File: config.mk
export PLATFORM = sky130hd
export DESIGN_NAME = fetch_unit_flat
export DESIGN_NICKNAME = d
export VERILOG_FILES = /design/src/rtl/fetch_unit_pkg.sv /design/src/rtl/fetch_unit_if.sv /design/src/rtl/fetch_fifo.sv /design/src/rtl/fetch_unit.sv /design/src/flat_wrapper.sv
export SDC_FILE = /design/constraint.sdc
export NUM_CORES = 1
export LEC_CHECK = 0
export BUFFER_PORTS_ARGS = -buffer_cell sky130_fd_sc_hd__buf_2
export CAP_MARGIN = 20
export CELL_PAD_IN_SITES_DETAIL_PLACEMENT = 0
export CELL_PAD_IN_SITES_GLOBAL_PLACEMENT = 1
export CORE_ASPECT_RATIO = 0.8
export CORE_MARGIN = 2
export CORE_UTILIZATION = 41
export CTS_CLUSTER_SIZE = 28
export DETAILED_ROUTE_END_ITERATION = 6
export PLACE_DENSITY_LB_ADDON = 0.1
export SETUP_SLACK_MARGIN = 0.2
export SYNTH_ARGS = -nofsm -noshare
export SYNTH_HDL_FRONTEND = slang
export SYNTH_HIERARCHICAL = 1
export SYNTH_SLANG_ARGS = --single-unit
File: constraint.sdc
create_clock -name clk -period 6.9 [get_ports clk]
set_input_delay 0.69 -clock clk [delete_from_list [all_inputs] [get_ports clk]]
set_output_delay 0.69 -clock clk [all_outputs]
set_load 0.03 [all_outputs]
File: src/rtl/fetch_unit_pkg.sv
// Shared types and constants for the instruction fetch unit.
// Optional performance counters are enabled with the FETCH_PERF_CNT_EN macro.
package fetch_unit_pkg;

    localparam logic [31:0] DEFAULT_RESET_PC = 32'h0000_0000;
    localparam logic [31:0] NOP_INST         = 32'h0000_0013;

    typedef enum logic [1:0] {
        ST_IDLE = 2'd0,
        ST_WAIT = 2'd1,
        ST_DROP = 2'd2
    } fetch_state_e;

    typedef struct packed {
        logic [31:0] pc;
        logic [31:0] inst;
    } fetch_entry_t;

    function automatic logic [31:0] word_align(input logic [31:0] a);
        return {a[31:2], 2'b00};
    endfunction

endpackage

File: src/rtl/fetch_unit_if.sv
// Bundles the instruction-memory, redirect and decode handshakes of the fetch unit.
interface fetch_unit_if;

    logic        imem_req;
    logic [31:0] imem_addr;
    logic        imem_ack;
    logic [31:0] imem_rdata;
    logic        redirect_valid;
    logic [31:0] redirect_pc;
    logic        id_valid;
    logic [31:0] id_pc;
    logic [31:0] id_inst;
    logic        id_ready;

    modport master (
        output imem_req, imem_addr, id_valid, id_pc, id_inst,
        input  imem_ack, imem_rdata, redirect_valid, redirect_pc, id_ready
    );

    modport slave (
        input  imem_req, imem_addr, id_valid, id_pc, id_inst,
        output imem_ack, imem_rdata, redirect_valid, redirect_pc, id_ready
    );

endinterface

File: src/rtl/fetch_fifo.sv
// Instruction buffer between fetch and decode: synchronous push/pop/flush with occupancy count.
module fetch_fifo
    import fetch_unit_pkg::*;
#(
    parameter  int DEPTH = 2,
    localparam int CNT_W = $clog2(DEPTH + 1),
    localparam int PTR_W = $clog2(DEPTH)
) (
    input  logic             clk,
    input  logic             rst,
    input  logic             push,
    input  logic             pop,
    input  logic             flush,
    input  fetch_entry_t     wdata,
    output fetch_entry_t     rdata,
    output logic [CNT_W-1:0] count
);

    fetch_entry_t     mem_q [DEPTH];
    logic [PTR_W-1:0] rd_ptr_q, rd_ptr_d;
    logic [PTR_W-1:0] wr_ptr_q, wr_ptr_d;
    logic [CNT_W-1:0] count_q, count_d;
    logic             do_push, do_pop;

    function automatic logic [PTR_W-1:0] ptr_next(input logic [PTR_W-1:0] p);
        return (p == PTR_W'(DEPTH - 1)) ? '0 : p + PTR_W'(1);
    endfunction

    always_comb begin
        // NOTE: every signal is given a default first so no path can infer a latch.
        do_pop   = pop && (count_q != '0);
        do_push  = push && ((count_q != CNT_W'(DEPTH)) || do_pop);
        rd_ptr_d = rd_ptr_q;
        wr_ptr_d = wr_ptr_q;
        count_d  = count_q;
        if (flush) begin
            rd_ptr_d = '0;
            wr_ptr_d = '0;
            count_d  = '0;
        end else begin
            if (do_pop)  rd_ptr_d = ptr_next(rd_ptr_q);
            if (do_push) wr_ptr_d = ptr_next(wr_ptr_q);
            case ({do_push, do_pop})
                2'b10:   count_d = count_q + CNT_W'(1);
                2'b01:   count_d = count_q - CNT_W'(1);
                default: count_d = count_q;
            endcase
        end
    end

    // NOTE: state flops use non-blocking assignments so each samples pre-edge values.
    always_ff @(posedge clk or negedge rst) begin
        if (!rst) begin
            rd_ptr_q <= '0;
            wr_ptr_q <= '0;
            count_q  <= '0;
        end else begin
            rd_ptr_q <= rd_ptr_d;
            wr_ptr_q <= wr_ptr_d;
            count_q  <= count_d;
        end
    end

    // NOTE: storage is deliberately not reset; count alone decides which entries are live.
    always_ff @(posedge clk) begin
        if (do_push && !flush) mem_q[wr_ptr_q] <= wdata;
    end

    assign rdata = mem_q[rd_ptr_q];
    assign count = count_q;

endmodule

File: src/rtl/fetch_unit.sv
// Instruction fetch unit: one outstanding imem request, redirect handling, buffered hand-off to decode.
// Defining FETCH_PERF_CNT_EN adds delivered-instruction and stall-cycle counters.
module fetch_unit
    import fetch_unit_pkg::*;
#(
    parameter logic [31:0] RESET_PC   = DEFAULT_RESET_PC,
    parameter int          FIFO_DEPTH = 2
) (
    input  logic         clk,
    input  logic         rst,
    fetch_unit_if.master bus
`ifdef FETCH_PERF_CNT_EN
    ,
    output logic [31:0]  perf_fetch_cnt,
    output logic [31:0]  perf_stall_cnt
`endif
);

    localparam int CNT_W = $clog2(FIFO_DEPTH + 1);

    fetch_state_e     state_q, state_d;
    logic [31:0]      pc_q, pc_d;
    logic [31:0]      addr_q, addr_d;
    logic             run_q;
    logic [CNT_W-1:0] count;
    fetch_entry_t     head;
    fetch_entry_t     wdata;
    logic             push, pop, flush, id_valid;
    logic [31:0]      redirect_tgt;

    assign redirect_tgt = word_align(bus.redirect_pc);
    assign id_valid     = (count != '0);
    assign pop          = id_valid && bus.id_ready;
    assign wdata        = '{pc: pc_q, inst: bus.imem_rdata};

    always_comb begin
        state_d       = state_q;
        pc_d          = pc_q;
        addr_d        = addr_q;
        push          = 1'b0;
        flush         = 1'b0;
        bus.imem_req  = 1'b0;
        bus.imem_addr = pc_q;
        unique case (state_q)
            ST_IDLE: begin
                if (bus.redirect_valid) begin
                    flush = 1'b1;
                    pc_d  = redirect_tgt;
                end else if (run_q && (count < CNT_W'(FIFO_DEPTH))) begin
                    bus.imem_req = 1'b1;
                    if (bus.imem_ack) begin
                        push = 1'b1;
                        pc_d = pc_q + 32'd4;
                    end else begin
                        addr_d  = pc_q;
                        state_d = ST_WAIT;
                    end
                end
            end
            // The address is held from addr_q because PC may already point at a redirect target.
            ST_WAIT: begin
                bus.imem_req  = 1'b1;
                bus.imem_addr = addr_q;
                if (bus.redirect_valid) begin
                    flush   = 1'b1;
                    pc_d    = redirect_tgt;
                    state_d = bus.imem_ack ? ST_IDLE : ST_DROP;
                end else if (bus.imem_ack) begin
                    push    = 1'b1;
                    pc_d    = pc_q + 32'd4;
                    state_d = ST_IDLE;
                end
            end
            ST_DROP: begin
                bus.imem_req  = 1'b1;
                bus.imem_addr = addr_q;
                if (bus.redirect_valid) pc_d = redirect_tgt;
                if (bus.imem_ack) state_d = ST_IDLE;
            end
            default: state_d = ST_IDLE;
        endcase
    end

    always_ff @(posedge clk or negedge rst) begin
        if (!rst) begin
            state_q <= ST_IDLE;
            pc_q    <= word_align(RESET_PC);
            addr_q  <= '0;
            run_q   <= 1'b0;
        end else begin
            state_q <= state_d;
            pc_q    <= pc_d;
            addr_q  <= addr_d;
            run_q   <= 1'b1;
        end
    end

    fetch_fifo #(.DEPTH(FIFO_DEPTH)) u_fifo (
        .clk   (clk),
        .rst   (rst),
        .push  (push),
        .pop   (pop),
        .flush (flush),
        .wdata (wdata),
        .rdata (head),
        .count (count)
    );

    assign bus.id_valid = id_valid;
    assign bus.id_pc    = id_valid ? head.pc : 32'h0000_0000;
    assign bus.id_inst  = id_valid ? head.inst : NOP_INST;

`ifdef FETCH_PERF_CNT_EN
    logic [31:0] perf_fetch_q, perf_fetch_d;
    logic [31:0] perf_stall_q, perf_stall_d;

    always_comb begin
        perf_fetch_d = perf_fetch_q + 32'(pop);
        perf_stall_d = perf_stall_q + 32'(!pop);
    end

    always_ff @(posedge clk or negedge rst) begin
        if (!rst) begin
            perf_fetch_q <= '0;
            perf_stall_q <= '0;
        end else begin
            perf_fetch_q <= perf_fetch_d;
            perf_stall_q <= perf_stall_d;
        end
    end

    assign perf_fetch_cnt = perf_fetch_q;
    assign perf_stall_cnt = perf_stall_q;
`endif

endmodule

File: src/flat_wrapper.sv
// flat-port wrapper written by rule: the top's interface ports become plain ports
module fetch_unit_flat import fetch_unit_pkg::*;
#(
    parameter logic [31:0] RESET_PC   = DEFAULT_RESET_PC,
    parameter int          FIFO_DEPTH = 2
)
  (clk, rst, bus_imem_req, bus_imem_addr, bus_id_valid, bus_id_pc, bus_id_inst, bus_imem_ack, bus_imem_rdata, bus_redirect_valid, bus_redirect_pc, bus_id_ready);
  fetch_unit_if bus_i ();
  input  logic clk;
  input  logic rst;
  output wire logic [$bits(bus_i.imem_req)-1:0] bus_imem_req;
  output wire logic [$bits(bus_i.imem_addr)-1:0] bus_imem_addr;
  output wire logic [$bits(bus_i.id_valid)-1:0] bus_id_valid;
  output wire logic [$bits(bus_i.id_pc)-1:0] bus_id_pc;
  output wire logic [$bits(bus_i.id_inst)-1:0] bus_id_inst;
  input wire logic [$bits(bus_i.imem_ack)-1:0] bus_imem_ack;
  input wire logic [$bits(bus_i.imem_rdata)-1:0] bus_imem_rdata;
  input wire logic [$bits(bus_i.redirect_valid)-1:0] bus_redirect_valid;
  input wire logic [$bits(bus_i.redirect_pc)-1:0] bus_redirect_pc;
  input wire logic [$bits(bus_i.id_ready)-1:0] bus_id_ready;
  assign bus_imem_req = bus_i.imem_req;
  assign bus_imem_addr = bus_i.imem_addr;
  assign bus_id_valid = bus_i.id_valid;
  assign bus_id_pc = bus_i.id_pc;
  assign bus_id_inst = bus_i.id_inst;
  assign bus_i.imem_ack = bus_imem_ack;
  assign bus_i.imem_rdata = bus_imem_rdata;
  assign bus_i.redirect_valid = bus_redirect_valid;
  assign bus_i.redirect_pc = bus_redirect_pc;
  assign bus_i.id_ready = bus_id_ready;
  fetch_unit #(.RESET_PC(RESET_PC), .FIFO_DEPTH(FIFO_DEPTH)) u_core (.clk(clk), .rst(rst), .bus(bus_i));
endmodule
==> results.yml <==
floorplan:
  die_area_mm2: 0.0229
  io_pins: 167
  die_x_um: 169
  initial_utilization_pct: 41.5
  die_h_um: 136
  core.rowCount: 48
  fp.coreArea_mm2: 0.0214
synthesis:
  yosysSeqAreaShare_pct: 62.0
  ys_top_cells_by_area: "edfxtp_1 (43%), dfrtp_1 (19%), mux2_2 (9.1%)"
  synth_cell_type_count: 57
  async_flop_share_pct: 34.4
  ys.flop_type: "edfxtp_1"
  synth_top_cell_area_share_pct: 43.2
  ys_warn_count: 6
  netlist_instances: 669
  synth_area_per_cell_um2: 13.3
  synth_common_cells: "edfxtp_1 (128), mux2_2 (72), dfrtp_1 (67)"
  synth_most_common_cell: "edfxtp_1"
  synth.largest_area_cell: "edfxtp_1"
  netlist_area_mm2: 0.00891
  synth_edf_count: 128
  ys_seq_elements: 195
timing:
  drv_slew: 0
  finalCritPeriodShare_pct: 50.2
  report.final.setup_viol: 0
  hold_violations: 0
  fin_skew_ns: 0.00886
  rsz0062_at_grt: "no"
  max-slew-margin-rel_pct: 33.7
  worstMarginPinSlew_ns: 0.995
  period_minus_slack_ns: 3.46
  finalSetupTns_ns: 0
  clock.fmax_mhz: 289
pwr:
  power.leakage_nw: 4.14
  totalPowerFinal_mw: 4.91
  ir_drop_v: 0.000249
  powerDensity_mw_per_mm2: 462
placed_design:
  routabilityCongestion: 0.842
  numPortBuffers: 162
  hpwl_um: 13500
cells_and_area:
  drive_gt1_share_pct: 35.0
  syn2layout_area_growth_pct: 19.4
  post-route-util_pct: 49.6
  final_nets: 897
clock_network:
  cts_resized: 0
  htree_levels: 4
  numClockSinks: 195
  cts_tree: "yes"
  ctsHoldBuffers: 0
  cts_buffers: 17
  path_clk_slew_ns: 0.08
  clock_path_buffers: 2
  cts-root-buf: "clkbuf_16"
  insertion_delay_ns: 0.44
  cts_setup_buffers: 0
routing:
  drc: 0
  drtIter0Drc: 397
  num_vias: 5974
  drtAntennaViolNets: 0
  first_pass_iters: 5
  vias_per_cell: 5.37
  drt-total-wl_um: 21000
  drt-wirelength-per-cell_um: 18.9
worst_setup_path:
  worstPathArrival_ns: 2.77
  cp_max_fo: 20
  start_kind: "flip-flop"
  path_class: "flip-flop to output pin"
  worstPathRequired_ns: 6.21
  cp-end-kind: "output pin"
job:
  max-cap-violations: 0
global_routing:
  grt_util_all_layers_pct: 18.7
  grt_pass1_vias: 5932
  grt_max_degree: 68
  grt_pass1_wl_um: 32700
  grt_overflow_total: 0
  antenna_found_initial: 2
min_path:
  hold_path.class: "input port to flip-flop"
outcome:
  status: "completed"
final cells by class:
type / count / area, um^2
antenna: 2 / 5.00
clock buffer: 17 / 425
clock inverter: 15 / 185
fill: 1907 / 10800
inverter: 9 / 33.8
multi-input combinational: 428 / 3220
sequential: 195 / 5520
tap: 275 / 344
timing repair buffer: 172 / 902
critical path, cell delays in order, from the launching register on:
cell and delay, ns:
dfrtp_1 0.47, inv_1 0.12, ha_1 0.73, buf_4 0.43, mux2_2 0.39, buf_2 0.19
where the power goes:
part / leakage, nW / switching (mW) / internal [mW]
clock network: 0.298 / 0.487 / 0.523
logic: 1.91 / 1.31 / 0.739
registers: 1.93 / 0.282 / 1.57
flip-flops by register name, summed over array words and instances, names as in the netlist:
register / count
u_core/u_fifo/count: 2
u_core/u_fifo/wr_ptr_q: 1
u_core/pc_q: 30
u_core/u_fifo/rd_ptr_q: 1
u_core/run_q: 1
u_core/state_q: 2
u_core/addr_q: 30
u_core/u_fifo/mem_q: 128
layout by cell type, fill, tap and decap left out, drive strengths merged, types with 8 or more instances in the layout:
master / count
o21ai: 23
a2bb2oi: 9
and2: 63
a21oi: 45
nand2: 31
mux2: 122
o22ai: 12
nor2: 22
nand4: 15
buf: 172
dfrtp: 67
nor3: 8
edfxtp: 128
inv: 17
nand3: 10
clkbuf: 17
per-stage QoR:
step | hold slack (ns) | cells | instance area (um^2) | worst slack [ns]
3_5_place_dp | 0.492 | 1079 | 10000 | 3.73
6_report | 0.438 | 1113 | 10600 | 3.44
3_3_place_gp | 0.483 | 1077 | 9990 | 3.57
5_1_grt | 0.415 | 1113 | 10600 | 3.26
2_1_floorplan | 0.394 | 674 | 8920 | 0.227
4_1_cts | 0.417 | 1111 | 10600 | 3.40
final timing paths:
| path | to | slack, ns | cells past startpoint | from |
|---|---|---|---|---|
| min in group asynchronous | u_core/addr_q[27]$_DFFE_PN0P_ | 0.46 | 2 | rst |
| setup reg to reg | u_core/u_fifo/mem_q[1][24]$_DFFE_PP_ | 3.94 | 8 | u_core/state_q[1]$_DFFE_PN0P_ |
| max in group asynchronous | u_core/u_fifo/rd_ptr_q$_DFFE_PN0P_ | 5.72 | 2 | rst |
| hold reg to reg | u_core/addr_q[8]$_DFFE_PN0P_ | 0.51 | 1 | u_core/addr_q[8]$_DFFE_PN0P_ |
| hold / removal | u_core/u_fifo/mem_q[1][17]$_DFFE_PP_ | 0.44 | 1 | bus_imem_rdata[17] |
| setup / recovery | bus_imem_addr[16] | 3.44 | 5 | u_core/state_q[1]$_DFFE_PN0P_ |
layer usage:
metal | track usage [%] | routed length [um]
met1 | 26.0 | 9890
met2 | 29.6 | 9760
met3 | 3.67 | 1070
met4 | 6.27 | 272
met5 | 0 | 0
cell families (layout without fill, tap and decap cells):
family                   count (synthesis)  in the layout  share of synthesized area [%]
flip-flops                             195            195                           62.0
AND/OR/NAND/NOR                        176            176                           11.0
multiplexers                           122            122                           15.4
AO/OA/AOI/OAI                          116            116                           8.20
buffers and inverters                   51            213                           2.42
adder cells (fa/ha/maj)                  5              5                          0.702
other                                    2              9                         0.0843
XOR/XNOR                                 2              2                          0.197
Note: power is estimated with default switching activity, not from simulation.
